File: src/rtl/mult_issue_pkg.sv
// rtl/mult_issue_pkg.sv - shared types and defaults for the multiply issue stage
package mult_issue_pkg;

   localparam int DATA_WIDTH_DEF     = 32;
   localparam int REG_ADDR_WIDTH_DEF = 5;
   localparam int TIMEOUT_CYCLES_DEF = 32;
   // rstatus index and exception code are shared with the divider issue stage
   localparam int STATUS_REG_DEF     = 30;
   localparam int MULT_EXC_CODE_DEF  = 4;

   typedef enum logic [1:0] {
      ST_IDLE  = 2'd0,
      ST_START = 2'd1,
      ST_BUSY  = 2'd2,
      ST_DONE  = 2'd3
   } state_t;

   // Counter width able to hold 0 .. n-1, never narrower than one bit
   function automatic int cnt_width(input int n);
      return (n <= 2) ? 1 : $clog2(n);
   endfunction

endpackage

File: src/rtl/mult_issue_watchdog_counter.sv
// rtl/mult_issue_watchdog_counter.sv - busy-cycle watchdog with terminal-count flag
module mult_issue_watchdog_counter
   import mult_issue_pkg::*;
#(
   parameter int TIMEOUT_CYCLES = TIMEOUT_CYCLES_DEF
) (
   input  logic clock,
   input  logic reset,
   input  logic clear,
   input  logic enable,
   output logic terminal
);

   localparam int CW = cnt_width(TIMEOUT_CYCLES);

   logic [CW-1:0] count;

   assign terminal = (count == CW'(TIMEOUT_CYCLES - 1));

   // Count enabled cycles from a clear; saturate at the terminal value
   always_ff @(posedge clock or negedge reset) begin
      if (!reset) begin
         count <= '0;
      end else if (clear) begin
         count <= '0;
      end else if (enable && !terminal) begin
         count <= count + 1'b1;
      end
   end

endmodule

File: src/rtl/mult_issue.sv
// rtl/mult_issue.sv - issue/retire stage around the Booth multiplier
module mult_issue
   import mult_issue_pkg::*;
#(
   parameter int DATA_WIDTH     = DATA_WIDTH_DEF,
   parameter int REG_ADDR_WIDTH = REG_ADDR_WIDTH_DEF,
   parameter int TIMEOUT_CYCLES = TIMEOUT_CYCLES_DEF,
   parameter int STATUS_REG     = STATUS_REG_DEF,
   parameter int MULT_EXC_CODE  = MULT_EXC_CODE_DEF
) (
   input  logic                      clock,
   input  logic                      reset,
   input  logic                      flush,
   input  logic                      in_valid,
   output logic                      in_ready,
   input  logic [DATA_WIDTH-1:0]     in_opA,
   input  logic [DATA_WIDTH-1:0]     in_opB,
   input  logic [REG_ADDR_WIDTH-1:0] in_rd,
   output logic [DATA_WIDTH-1:0]     mult_opA,
   output logic [DATA_WIDTH-1:0]     mult_opB,
   output logic                      mult_start,
   input  logic [DATA_WIDTH-1:0]     mult_result,
   input  logic                      mult_exception,
   input  logic                      mult_ready,
   output logic                      wb_valid,
   input  logic                      wb_ready,
   output logic [REG_ADDR_WIDTH-1:0] wb_rd,
   output logic [DATA_WIDTH-1:0]     wb_data,
   output logic                      stall
);

   localparam logic [REG_ADDR_WIDTH-1:0] EXC_RD   = REG_ADDR_WIDTH'(STATUS_REG);
   localparam logic [DATA_WIDTH-1:0]     EXC_DATA = DATA_WIDTH'(MULT_EXC_CODE);

   state_t                    state;
   logic [DATA_WIDTH-1:0]     op_a;
   logic [DATA_WIDTH-1:0]     op_b;
   logic [REG_ADDR_WIDTH-1:0] rd_q;
   logic [REG_ADDR_WIDTH-1:0] wb_rd_q;
   logic [DATA_WIDTH-1:0]     wb_data_q;
   logic                      start_q;
   logic                      wb_valid_q;
   logic                      wd_terminal;

   // Watchdog restarts at each START and counts only BUSY cycles
   mult_issue_watchdog_counter #(
      .TIMEOUT_CYCLES (TIMEOUT_CYCLES)
   ) u_watchdog (
      .clock    (clock),
      .reset    (reset),
      .clear    (state == ST_START),
      .enable   (state == ST_BUSY),
      .terminal (wd_terminal)
   );

   assign in_ready   = (state == ST_IDLE);
   assign stall      = (state != ST_IDLE);
   assign mult_opA   = op_a;
   assign mult_opB   = op_b;
   assign mult_start = start_q;
   assign wb_valid   = wb_valid_q;
   assign wb_rd      = wb_rd_q;
   assign wb_data    = wb_data_q;

   // Issue FSM: latch operands, pulse start, wait for result or timeout, hold writeback
   always_ff @(posedge clock or negedge reset) begin
      if (!reset) begin
         state      <= ST_IDLE;
         op_a       <= '0;
         op_b       <= '0;
         rd_q       <= '0;
         wb_rd_q    <= '0;
         wb_data_q  <= '0;
         start_q    <= 1'b0;
         wb_valid_q <= 1'b0;
      end else if (flush) begin
         // Squash whatever is in flight, including a pending writeback
         state      <= ST_IDLE;
         start_q    <= 1'b0;
         wb_valid_q <= 1'b0;
      end else begin
         start_q <= 1'b0;
         case (state)
            ST_IDLE: begin
               if (in_valid) begin
                  op_a    <= in_opA;
                  op_b    <= in_opB;
                  rd_q    <= in_rd;
                  start_q <= 1'b1;
                  state   <= ST_START;
               end
            end
            ST_START: begin
               // mult_ready may still be high from the previous op; not looked at here
               state <= ST_BUSY;
            end
            ST_BUSY: begin
               if (mult_ready) begin
                  if (mult_exception) begin
                     wb_rd_q    <= EXC_RD;
                     wb_data_q  <= EXC_DATA;
                     wb_valid_q <= 1'b1;
                     state      <= ST_DONE;
                  end else if (rd_q == '0) begin
                     // Writes to r0 are discarded, so skip the writeback entirely
                     state <= ST_IDLE;
                  end else begin
                     wb_rd_q    <= rd_q;
                     wb_data_q  <= mult_result;
                     wb_valid_q <= 1'b1;
                     state      <= ST_DONE;
                  end
               end else if (wd_terminal) begin
                  wb_rd_q    <= EXC_RD;
                  wb_data_q  <= EXC_DATA;
                  wb_valid_q <= 1'b1;
                  state      <= ST_DONE;
               end
            end
            ST_DONE: begin
               if (wb_ready) begin
                  wb_valid_q <= 1'b0;
                  state      <= ST_IDLE;
               end
            end
         endcase
      end
   end

endmodule

File: config.mk
export PLATFORM = sky130hd
export DESIGN_NAME = mult_issue
export DESIGN_NICKNAME = d
export VERILOG_FILES = /design/src/rtl/mult_issue_pkg.sv /design/src/rtl/mult_issue_watchdog_counter.sv /design/src/rtl/mult_issue.sv
export SDC_FILE = /design/constraint.sdc
export NUM_CORES = 1
export LEC_CHECK = 0
export CAP_MARGIN = 20
export CORE_ASPECT_RATIO = 2
export CORE_UTILIZATION = 38
export CTS_CLUSTER_SIZE = 8
export DETAILED_ROUTE_END_ITERATION = 7
export PLACE_DENSITY_LB_ADDON = 0.15
export REMOVE_ABC_BUFFERS = 1
export SLEW_MARGIN = 5
export SYNTH_ARGS = -nofsm -noshare
export SYNTH_HDL_FRONTEND = slang
export SYNTH_SLANG_ARGS = --single-unit
File: constraint.sdc
create_clock -name clock -period 3.9 [get_ports clock]
set_input_delay 0.585 -clock clock [delete_from_list [all_inputs] [get_ports clock]]
set_output_delay 0.585 -clock clock [all_outputs]
set_load 0.005 [all_outputs]
==> results of run 1 <==
[layout make-up]
class / count / area [sq um]
inverter: 5 / 18.8
clock inverter: 11 / 80.1
fill: 907 / 4110
timing repair buffer: 216 / 2160
multi-input combinational: 156 / 1460
sequential: 115 / 2880
clock buffer: 21 / 470
tap: 142 / 178
[sequential cells by signal, summed over array words and instances (netlist names)]
| name | flops |
|---|---|
| rd_q | 5 |
| u_watchdog.count | 5 |
| mult_opB | 32 |
| wb_valid | 1 |
| wb_data | 32 |
| mult_start | 1 |
| wb_rd | 5 |
| state | 2 |
| mult_opA | 32 |
[metal layers]
| metal | vias up | share of wire |
|---|---|---|
| met4 | 0 | 0.034 |
| li1 | 1506 | - |
| met5 | - | 0 |
| met1 | 1654 | 0.35 |
| met2 | 129 | 0.57 |
| met3 | 25 | 0.051 |
[stage by stage]
stage	std cells	hold slack, ns
finish	666	0.197
CTS	666	0.217
global placement	634	0.481
global route	666	0.239
detailed placement	634	0.491
floorplan	276	0.289
[worst max-delay path, cell delays in order, from the launching register on]
cell	delay, ns
dfrtp_1	0.55
nor2_1	0.29
clkdlybuf4s50_1	0.54
[path summary, 6_finish.rpt]
| path | from | end |
|---|---|---|
| max in group asynchronous | reset | u_watchdog.count[2] |
| min | reset | mult_opB[11] |
| max | state[1] | in_ready |
| min in group clock | mult_opA[1] | mult_opA[1] |
| max reg2reg | u_watchdog.count[0] | state[0] |
| min reg2reg | mult_opA[1] | mult_opA[1] |
[cells in the mapped netlist, types with 2 or more instances]
| library cell | number |
|---|---|
| a211o_1 | 2 |
| a21oi_1 | 4 |
| a22o_1 | 32 |
| a2bb2oi_1 | 2 |
| buf_2 | 11 |
| buf_6 | 3 |
| clkbuf_1 | 2 |
| dfrtp_1 | 115 |
| ha_1 | 2 |
| inv_1 | 5 |
| mux2_2 | 68 |
| nand2_1 | 9 |
| nand2b_1 | 3 |
| nor2_1 | 4 |
| nor3b_1 | 2 |
| o21a_1 | 2 |
| o21ai_0 | 7 |
| o22a_1 | 4 |
| o31ai_1 | 2 |
[cell families (layout without fill, tap and decap cells)]
family | after synthesis | in the layout | share of synthesized area
buffers and inverters | 21 | 253 | 0.0260
AOI/OAI and AO/OA | 61 | 61 | 0.112
adders and majority gates | 2 | 2 | 0.00564
and+or+nand+nor | 25 | 25 | 0.0344
muxes | 68 | 68 | 0.173
DFF | 115 | 115 | 0.649
[power by group]
group	switching [W]	internal (W)
Sequential	0.000195	0.00151
Clock	0.000543	0.000862
Combinational	0.000338	0.000844
==> out/qor.csv, run 1 <==
metric,value,unit
status,finished clean,
post-route setup TNS,0,ns
Initial Util,0.390,
total gr overflow,0,
mapped cell area,0.00443,sq mm
required time of the critical path,3.31,ns
vias post-DR,3314,
diode count,0,
Yosys warnings,0,
ranking of synthesized cells by area,"dfrtp_1 65%, mux2_2 17%, a22o_1 6.3%",
Slew @ Worst Pin,0.733,ns
r2r setup slk,1.78,ns
CTS Root Cell,clkbuf_16,
GRT met3 Usage,0.0608,
initial antenna violation count,0,
row count,55,
Avg WL per Cell,17.2,microns
Worst IR Drop VDD,398,uV
Placed Instance Area,0.00669,sq mm
RSZ-0062 raised after global routing,no,
CTS Sinks,115,
H-tree levels,4,
Final #Nets,621,
Worst Hold Class,primary input to asynchronous set/reset pin,
cell taking the most area after synthesis,dfrtp_1,
max_cap viols,0,
vias in the first global route,3500,
met2 Resource Use GR,0.365,
fin util,0.638,
leakage,3.02,nW
Port Buffers,212,
"Seq/Total Area, Yosys",0.649,
gpl congestion,0.716,
IO Count,213,
"Clk Latency, worst-skew pair",0.40,ns
fraction of registers with async set/reset,1.00,
"EDFF count, synth",0,
layout cells sized above 1,0.206,
Period minus WS final,2.37,ns
"commonest non-fill, non-tap cell in the layout",clkdlybuf4s50_1,
Detailed Route WL,11400,microns
area grow syn2layout,63.4,%
total power,0.00429,W
DR vias/cell,4.98,
Max Clock Skew,0.00820,ns
CTS tree,yes,
CP Max Fanout,16,
fin crit share,0.607,
setup slack at placement,1.36,ns
# setup viols final,0,
Post-CTS Setup Inserts,0,
clock tree buffer depth,2,
GR Layer Usage met1,0.197,
largest net degree at the start of global routing,68,
die area,0.0121,sq mm
Gate Count Post-Synth,292,
First-pass DRT Iterations,4,
synthesized area per cell,15.2,sq um
startpoint types,flip-flop,
FMAX,422,MHz
CP Class,flip-flop to output port,
design area,0.00724,sq mm
post_cts resized,0,
CTS buffer count,17,
CP Capture Type,output port,
Iter 0 DRT Violations,89,
CTS Hold Bufs,0,
CP arrival,1.78,ns
number of distinct library cells after synthesis,32,
clock-pin slew on the worst setup and hold paths,0.05,ns
first-pass GRT wire length,17800,microns
P per Cell Area,593,mW/mm^2
Synth top area share,0.649,
most frequent cells in the layout,"211 x clkdlybuf4s50_1, 115 x dfrtp_1, 68 x mux2_2, 32 x a22o_1, 17 x clkbuf_16",
DP HPWL,8400,microns
area of the core,0.0114,sq mm
Slew headroom,0.507,
Die Y,155,microns
fin. max-slew vios,0,
Worst Slack Setup Final,1.53,ns
GRT Max-Usage Layer,met2,
Residual DRC,0,
R2R depth,6,
"Hold Vio Cnt, Final",0,
post-route ant nets,0,
Yosys reg bits,115,
ys flop type,dfrtp_1,
DIE WIDTH,78.4,microns
gr usage total,0.198,
Note: power is estimated with default switching activity, not from simulation.
==> inputs of run 2 (changes only) <==
clock period = 2.3 ns   (was 3.9 ns; I/O delays follow)
==> run 2 against run 1 <==
Against the previous run:
- largest cell class unchanged
- sequential power up 69%
- register-to-register slack worse by 1.6 ns
- power up 74%
- sequential share of layout area down 0.63 points
- non-clock buffer count up 10
==> out/qor.csv, run 2 (synthesis results as in run 1) <==
metric,value,unit,change
First-pass DRT Iterations,4,,unchanged
"commonest non-fill, non-tap cell in the layout",clkdlybuf4s50_1,,
# setup viols final,0,,unchanged
H-tree levels,4,,unchanged
post-route ant nets,0,,unchanged
area grow syn2layout,66.0,%,
clock tree buffer depth,2,,unchanged
"Hold Vio Cnt, Final",0,,unchanged
IO Count,213,,unchanged
Residual DRC,0,,unchanged
CTS Sinks,115,,unchanged
FMAX,478,MHz,
die area,0.0121,sq mm,unchanged
DP HPWL,8700,microns,+3.6%
post-route setup TNS,0,ns,unchanged
max_cap viols,0,,unchanged
DR vias/cell,4.96,,-0.41%
Worst Slack Setup Final,0.209,ns,-1.32 ns
Initial Util,0.390,,unchanged
"delay-heaviest family, CP",compound AO/OA/AOI/OAI gates,,
number of fill cells,918,,+1.2%
most frequent cells in the layout,"211 x clkdlybuf4s50_1, 115 x dfrtp_1, 68 x mux2_2, 32 x a22o_1, 17 x clkbuf_16",,
layout cells sized above 1,0.213,,+0.00710
register area,0.00288,sq mm,unchanged
CTS buffer count,17,,unchanged
Max Clock Skew,0.00843,ns,+0.000232 ns
status,finished clean,,
first-pass GRT wire length,18300,microns,+3.1%
startpoint types,flip-flop,,
CTS Hold Bufs,1,,+1
"Clk Latency, worst-skew pair",0.40,ns,about the same
Clock Power Share,0.338,,+0.011
area of the core,0.0114,sq mm,unchanged
Worst IR Drop VDD,629,uV,+58%
Final #Nets,631,,+1.6%
vias post-DR,3330,,+0.48%
Worst Hold Class,primary input to asynchronous set/reset pin,,
RSZ-0062 raised after global routing,no,,
row count,55,,unchanged
CP arrival,2.37,ns,+0.59 ns
vias in the first global route,3580,,+2.3%
crit path capture,wb_data[8],,
diode count,0,,unchanged
gr usage total,0.203,,+0.00449
required time of the critical path,2.58,ns,-0.73 ns
CP Max Fanout,33,,+17
fin crit share,0.909,,
CP Capture Type,flip-flop,,
Slew headroom,0.711,,+0.204
CP max stage delay,0.43,ns,-0.12 ns
Die Y,155,microns,unchanged
Power Internal,0.00570,W,+77%
leakage,3.09,nW,+2.6%
CTS tree,yes,,
CTS Root Cell,clkbuf_16,,
total gr overflow,0,,unchanged
sw power,0.00176,W,+63%
Post-CTS Setup Inserts,0,,unchanged
initial antenna violation count,0,,unchanged
DIE WIDTH,78.4,microns,unchanged
post_cts resized,0,,unchanged
CP cell instances,"ha_1, and3_1, ha_1, nor2_1, a211o_4, a22o_1",,
r2r setup slk,0.21,ns,-1.57 ns
Period minus WS final,2.09,ns,
CP max-delay cell,a211o_4,,
Iter 0 DRT Violations,75,,-16%
Detailed Route WL,11700,microns,+2.8%
gpl congestion,0.798,,+11%
Comb power frac,0.275,,about the same
Reg2Reg Launch Point,u_watchdog.count[0],,
area of the multi-input gates,0.00146,sq mm,unchanged
largest net degree at the start of global routing,53,,-22%
R2R depth,6,,unchanged
CP Class,flip-flop to flip-flop,,
Reg2Reg Capture Point,wb_data[8],,
clock-pin slew on the worst setup and hold paths,0.05,ns,about the same
sequential power share,0.387,,-0.011
P per Cell Area,1010,mW/mm^2,+71%
setup slack at placement,0.206,ns,-1.15 ns
fin. max-slew vios,0,,unchanged
Worst path depth,6,,+4
Buf/Inv on CP,0,,-1
switching fraction of total power,0.236,,-0.0146
Slew @ Worst Pin,0.433,ns,-0.300 ns
Port Buffers,212,,unchanged
Avg WL per Cell,17.5,microns,+1.8%
Worst setup startpoint,u_watchdog.count[0],,
cell mode on critical path,ha_1,,
-- run 2: cell count changes in the layout (fill, tap and decap cells not counted), moves of 2 or more --
cell | before | now
buf_4 | 4 | 11
clkinvlp_4 | 4 | 0
clkinv_4 | 3 | 0
buf_12 | 1 | 3
bufinv_16 | 0 | 2
-- run 2: worst min-delay path by stage --
stage	startpoint	end	cells past startpoint
final	reset	mult_opB[3]	2
after global routing	reset	mult_opB[3]	2
after CTS	reset	mult_opB[3]	2
after detailed placement	reset	mult_opB[3]	1
after global placement	reset	mult_opA[10]	1
after floorplan	reset	mult_opA[0]	0
-- run 2: worst reg2reg max path, stage by stage (launching register included) --
cell and delay, ns:
dfrtp_1 0.41, ha_1 0.21, and3_1 0.17, ha_1 0.31, nor2_1 0.14, a211o_4 0.43
a22o_1 0.30
-- run 2: area by class of cell --
cell class | instances | share of cell area
sequential | 115 | 0.391
timing repair buffer | 226 | 0.308
multi-input combinational | 156 | 0.198
clock buffer | 22 | 0.0658
tap | 142 | 0.0241
clock inverter | 6 | 0.0109
inverter | 5 | 0.00255
-- run 2: power groups by stage --
stage          logic [W]  registers, W  clock network, W
6_report         0.00205       0.00289           0.00252
5_1_grt          0.00218       0.00297           0.00267
4_1_cts          0.00208       0.00289           0.00258
3_5_place_dp     0.00208       0.00290                 0
3_3_place_gp     0.00204       0.00288                 0
2_1_floorplan   0.000591       0.00292                 0
-- run 2: through the flow --
| step | power (W) | area, sq um | util | cells | hold WS, ns |
|---|---|---|---|---|---|
| CTS | 0.00755 | 7360 | 0.648 | 672 | 0.439 |
| global placement | 0.00492 | 6790 | 0.598 | 643 | 0.315 |
| finish | 0.00745 | 7360 | 0.648 | 672 | 0.425 |
| floorplan | 0.00351 | 4340 | - | 276 | 0.0494 |
| detailed placement | 0.00498 | 6790 | 0.598 | 643 | 0.314 |
| global route | 0.00781 | 7360 | 0.648 | 672 | 0.461 |
-- run 2: per-layer routing --
layer  GRT usage  share of wire  vias to the layer above
li1            -              -                     1521
met1       0.199           0.35                     1661
met2       0.376           0.57                      121
met3      0.0531          0.046                       27
met4       0.113          0.037                        0
met5           0              0                        -
